File: src/rtl/inst_fetch_unit.sv
// Instruction fetch front-end: sequential PC generation, pipelined imem requests,
// in-order response buffering toward decode, with redirect flush and halt/drain control.
module inst_fetch_unit #(
  parameter int unsigned       ADDR_W     = 32,
  parameter int unsigned       DATA_W     = 32,
  parameter logic [ADDR_W-1:0] RESET_PC   = 32'h0000_0000,
  parameter int unsigned       FIFO_DEPTH = 4
) (
  input  logic              clk,
  input  logic              reset,
  output logic              imem_req_valid,
  input  logic              imem_req_ready,
  output logic [ADDR_W-1:0] imem_req_addr,
  input  logic              imem_resp_valid,
  input  logic [DATA_W-1:0] imem_resp_data,
  input  logic              redirect_valid,
  input  logic [ADDR_W-1:0] redirect_pc,
  input  logic              halt,
  output logic              out_valid,
  input  logic              out_ready,
  output logic [DATA_W-1:0] out_instr,
  output logic [ADDR_W-1:0] out_pc,
  output logic              halted
);

  localparam int unsigned CNT_W  = $clog2(2 * FIFO_DEPTH) + 1;
  localparam int unsigned PTR_W  = $clog2(FIFO_DEPTH);
  localparam int unsigned FCNT_W = PTR_W + 1;

  typedef enum logic [1:0] {
    S_BOOT   = 2'd0,
    S_FETCH  = 2'd1,
    S_HALTED = 2'd2
  } state_e;

  state_e            state_q, state_d;
  logic [ADDR_W-1:0] fetch_pc_q, fetch_pc_d;
  logic [ADDR_W-1:0] resp_pc_q, resp_pc_d;
  logic [CNT_W-1:0]  outstanding_q, outstanding_d;
  logic [CNT_W-1:0]  drop_cnt_q, drop_cnt_d;
  logic [PTR_W-1:0]  wr_ptr_q, wr_ptr_d;
  logic [PTR_W-1:0]  rd_ptr_q, rd_ptr_d;
  logic [FCNT_W-1:0] fifo_cnt_q, fifo_cnt_d;

  logic [ADDR_W-1:0] pc_mem    [FIFO_DEPTH];
  logic [DATA_W-1:0] instr_mem [FIFO_DEPTH];

  logic              redirect_take;
  logic              req_fire;
  logic              push;
  logic              pop;
  logic [CNT_W-1:0]  live_outstanding;
  logic [CNT_W-1:0]  credit_used;
  logic [ADDR_W-1:0] redirect_pc_aligned;

  // Buffer head and status, all derived from flops only
  always_comb begin
    out_valid = (fifo_cnt_q != '0);
    out_pc    = out_valid ? pc_mem[rd_ptr_q] : '0;
    out_instr = out_valid ? instr_mem[rd_ptr_q] : '0;
    halted    = (state_q == S_HALTED);
  end

  // Next-state, request issue and buffer bookkeeping
  always_comb begin
    state_d       = state_q;
    fetch_pc_d    = fetch_pc_q;
    resp_pc_d     = resp_pc_q;
    drop_cnt_d    = drop_cnt_q;
    wr_ptr_d      = wr_ptr_q;
    rd_ptr_d      = rd_ptr_q;
    fifo_cnt_d    = fifo_cnt_q;

    redirect_take       = redirect_valid && (state_q != S_BOOT);
    redirect_pc_aligned = {redirect_pc[ADDR_W-1:2], 2'b00};

    // Stale requests awaiting discard do not consume buffer credit
    live_outstanding = outstanding_q - drop_cnt_q;
    credit_used      = CNT_W'(fifo_cnt_q) + live_outstanding;

    imem_req_valid = (state_q == S_FETCH) && !halt && !redirect_valid &&
                     (credit_used < CNT_W'(FIFO_DEPTH));
    imem_req_addr  = fetch_pc_q;

    req_fire = imem_req_valid && imem_req_ready;
    push     = imem_resp_valid && (drop_cnt_q == '0) && !redirect_take;
    pop      = out_valid && out_ready && !redirect_take;

    outstanding_d = outstanding_q + CNT_W'(req_fire) - CNT_W'(imem_resp_valid);

    case (state_q)
      S_BOOT:   state_d = S_FETCH;
      S_FETCH:  if (halt && (outstanding_q == '0)) state_d = S_HALTED;
      S_HALTED: if (!halt) state_d = S_FETCH;
      default:  state_d = S_BOOT;
    endcase

    if (redirect_take) begin
      // A response landing in the redirect cycle belongs to the old stream
      drop_cnt_d = outstanding_q - CNT_W'(imem_resp_valid);
      fetch_pc_d = redirect_pc_aligned;
      resp_pc_d  = redirect_pc_aligned;
      wr_ptr_d   = '0;
      rd_ptr_d   = '0;
      fifo_cnt_d = '0;
    end else begin
      if (imem_resp_valid && (drop_cnt_q != '0)) drop_cnt_d = drop_cnt_q - CNT_W'(1);
      if (req_fire) fetch_pc_d = fetch_pc_q + ADDR_W'(4);
      if (push) begin
        resp_pc_d = resp_pc_q + ADDR_W'(4);
        wr_ptr_d  = wr_ptr_q + PTR_W'(1);
      end
      if (pop) rd_ptr_d = rd_ptr_q + PTR_W'(1);
      fifo_cnt_d = fifo_cnt_q + FCNT_W'(push) - FCNT_W'(pop);
    end
  end

  always_ff @(posedge clk or negedge reset) begin
    if (!reset) begin
      state_q       <= S_BOOT;
      fetch_pc_q    <= RESET_PC;
      resp_pc_q     <= RESET_PC;
      outstanding_q <= '0;
      drop_cnt_q    <= '0;
      wr_ptr_q      <= '0;
      rd_ptr_q      <= '0;
      fifo_cnt_q    <= '0;
    end else begin
      state_q       <= state_d;
      fetch_pc_q    <= fetch_pc_d;
      resp_pc_q     <= resp_pc_d;
      outstanding_q <= outstanding_d;
      drop_cnt_q    <= drop_cnt_d;
      wr_ptr_q      <= wr_ptr_d;
      rd_ptr_q      <= rd_ptr_d;
      fifo_cnt_q    <= fifo_cnt_d;
    end
  end

  // Entry storage needs no reset: fifo_cnt_q gates visibility
  always_ff @(posedge clk) begin
    if (push) begin
      pc_mem[wr_ptr_q]    <= resp_pc_q;
      instr_mem[wr_ptr_q] <= imem_resp_data;
    end
  end

endmodule

File: config.mk
export PLATFORM = sky130hd
export DESIGN_NAME = inst_fetch_unit
export DESIGN_NICKNAME = d
export VERILOG_FILES = /design/src/rtl/inst_fetch_unit.sv
export SDC_FILE = /design/constraint.sdc
export NUM_CORES = 1
export LEC_CHECK = 0
export CORE_UTILIZATION = 30
export DETAILED_ROUTE_END_ITERATION = 8
export GPL_TIMING_DRIVEN = 0
export PLACE_DENSITY = 0.5
export SLEW_MARGIN = 20
export SYNTH_ARGS = -nofsm -noshare
export SYNTH_HDL_FRONTEND = slang
export SYNTH_SLANG_ARGS = --single-unit
File: constraint.sdc
create_clock -name clk -period 9.9 [get_ports clk]
set_clock_uncertainty 0.05 [all_clocks]
set_input_delay 1.485 -clock clk [delete_from_list [all_inputs] [get_ports clk]]
set_output_delay 1.485 -clock clk [all_outputs]
set_load 0.02 [all_outputs]
==> metrics.yaml <==
clock_path_buffers: 3
clkSlewWorstSetupHoldPaths_ps: 60
clock_latency_ps: 550
synth_flop_cell: "edfxtp_1"
async_flop_share_pct: 23.7
drt-wirelength-per-cell_um: 19.8
cts_tree: "done"
min_path_type: "flip-flop to flip-flop"
crit_path_start_kind: "flip-flop"
ant_nets: 0
rsz0062_at_grt: "no"
ioPinCount: 170
rr_endpoint: "outstanding_q[2]"
cts_resized: 0
cts_root_buf: "clkbuf_16"
antenna_found_initial: 0
startpoint: "outstanding_q[1]"
drive_above_1_share_pct: 12.6
nFillCells: 4424
overflow: 0
cts.sinks: 325
ys_ff_latch: 325
seq_area_frac_synth_pct: 66.5
swShare_pct: 36.2
grt_pass1_wl_um: 54000
crit_end: "imem_req_valid"
hold_buffers: 0
p_per_area_mw_per_mm2: 280
port_buffers: 163
crit_type: "flip-flop to output pin"
p_seq_share_pct: 36.4
ys_types: 53
dp_slack_ps: 5020
drt_first_iter_violations: 582
netlist_area_mm2: 0.0141
area_growth_pct: 26.0
rrSetupSlack_ps: 5850
crit_required_ps: 8370
cp.arrival_ps: 3870
min_period_over_period_pct: 54.6
htreeDepth: 2
grt_max_degree: 47
reg2reg_depth: 16
dieWidth_um: 219
p_sw_mw: 1.80
max_freq_ghz: 0.185
worstPathMaxFanout: 10
grt_pass1_vias: 8869
dp_hpwl_um: 23500
end_kind: "output pin"
finalHoldViolations: 0
drc: 0
start_util_pct: 30.4
drv_cap: 0
syn_inst: 929
drt-total-wl_um: 35200
cts_setup_buffers: 0
layoutNonFillerInstCount: 1774
antennaDiodeCount: 0
most-common-layout-cells: "edfxtp_1, clkdlybuf4s50_1, dfrtp_1, and2_1, mux4_2"
drt-pass1-iter-count: 5
peakVddDrop_mv: 0.144
core_mm2: 0.0465
synth_edf_count: 248
setup-violations-final: 0
worst_slew_margin_rel_pct: 35.0
fp.dieArea_mm2: 0.0479
pwr-share-comb_pct: 37.8
setup_ws_ps: 4490
mostFrequentLayoutCell: "edfxtp_1"
seq_area_mm2: 0.00937
yosys_warnings: 0
cts_buffers: 37
finalMaxSlewViolations: 0
vias: 8655
gp_congestion: 0.871
dp_cells: 1707
die_h_um: 219
leakagePower_nw: 5.85
worstMarginPinSlew_ps: 975
finalCriticalPeriod_ps: 5410
grt_usage_pct: 15.1
viasPerCell: 4.88
outcome: "completed"
tns_ps: 0
layout.nets: 1235
power.internal_mw: 3.17
rr_startpoint: "outstanding_q[1]"
final_util_pct: 38.2
power_frac_clock_pct: 25.8
rows: 79
multi_input_area_mm2: 0.00443
synth.avg_cell_area_um2: 15.2
hold_start: "fifo_cnt_q[1]"
[Yosys cell counts, drive strengths merged (8+ instances only)]
library cell | instances | area, um2
nor4 | 14 | 87.6
inv | 32 | 120
buf | 20 | 104
nand3 | 29 | 145
o21ai | 12 | 60.1
or4 | 19 | 143
clkbuf | 29 | 109
nor2 | 56 | 213
xnor2 | 30 | 270
and3 | 8 | 50.1
a31oi | 26 | 163
o31ai | 17 | 128
edfxtp | 248 | 7450
mux4 | 62 | 1400
nor3 | 11 | 55.1
a21oi | 35 | 175
and2 | 67 | 419
dfrtp | 77 | 1930
xor2 | 12 | 105
or3 | 10 | 62.6
nand2 | 37 | 139
nand4 | 19 | 119
ha | 21 | 263
[worst min-delay path by stage]
stage / slack [ps] / depth (start not counted) / to
final: 510 / 2 / fifo_cnt_q[2]
after global routing: 560 / 2 / fifo_cnt_q[2]
after CTS: 510 / 2 / fifo_cnt_q[2]
after detailed placement: 480 / 2 / fifo_cnt_q[2]
after global placement: 500 / 1 / state_q[0]
after floorplan: 450 / 0 / pc_mem[0][31]
[worst max-delay path, cell delays in order, from the launching register on]
cell	delay, ps
dfrtp_1	450
inv_1	160
fa_1	560
inv_1	50
ha_1	260
nand3b_1	160
a21o_1	230
o22a_1	280
buf_2	230
buf_2	220
nor2_1	130
clkdlybuf4s50_1	620
[per-stage QoR]
stage | instance area (um2) | power (mW) | hold WS, ps
detailed placement | 16600 | 3.74 | 480
finish | 17800 | 4.97 | 514
CTS | 17800 | 5.05 | 513
global route | 17800 | 5.25 | 556
global placement | 16500 | 3.73 | 500
floorplan | 14100 | 2.91 | 445
[metal layers]
layer	up-vias	global-route usage (%)	part of all wire, %
met1	4324	21.5	47
li1	3996	-	-
met2	285	23.1	45
met3	50	3.01	5.6
met4	0	4.68	1.9
met5	-	0	0
[cell type report]
class	count	area share, %
clock inverters	22	0.895
plain buffers	49	1.20
inverters	32	0.676
multi-input cells	526	24.9
flip-flops and latches	325	52.8
repair buffers	168	9.82
well taps	607	4.28
clock buffers	45	5.44
[power groups by stage]
stage | sequential, mW | clock [mW] | combinational (mW)
finish | 1.81 | 1.28 | 1.88
global route | 1.84 | 1.37 | 2.05
detailed placement | 1.83 | 0 | 1.91
global placement | 1.83 | 0 | 1.90
floorplan | 1.81 | 0 | 1.09
CTS | 1.81 | 1.32 | 1.92
[cell families (layout without fill, tap and decap cells)]
family / count (synthesis) / count (layout) / share of synthesized area (%)
AOI/OAI and AO/OA: 104 / 104 / 4.61
adders and majority gates: 25 / 25 / 2.43
buffers and inverters: 81 / 316 / 2.36
muxes: 65 / 65 / 10.1
and+or+nand+nor: 285 / 285 / 11.2
DFF: 325 / 325 / 66.5
xor gates and xnor gates: 43 / 43 / 2.83
other: 1 / 4 / 0.0266
[flip-flops by register name, indices dropped and copies added (netlist names)]
name,flops
drop_cnt_q,4
resp_pc_q,30
state_q,2
rd_ptr_q,2
instr_mem,128
pc_mem,120
imem_req_addr,30
wr_ptr_q,2
outstanding_q,4
fifo_cnt_q,3
Note: power is estimated with default switching activity, not from simulation.
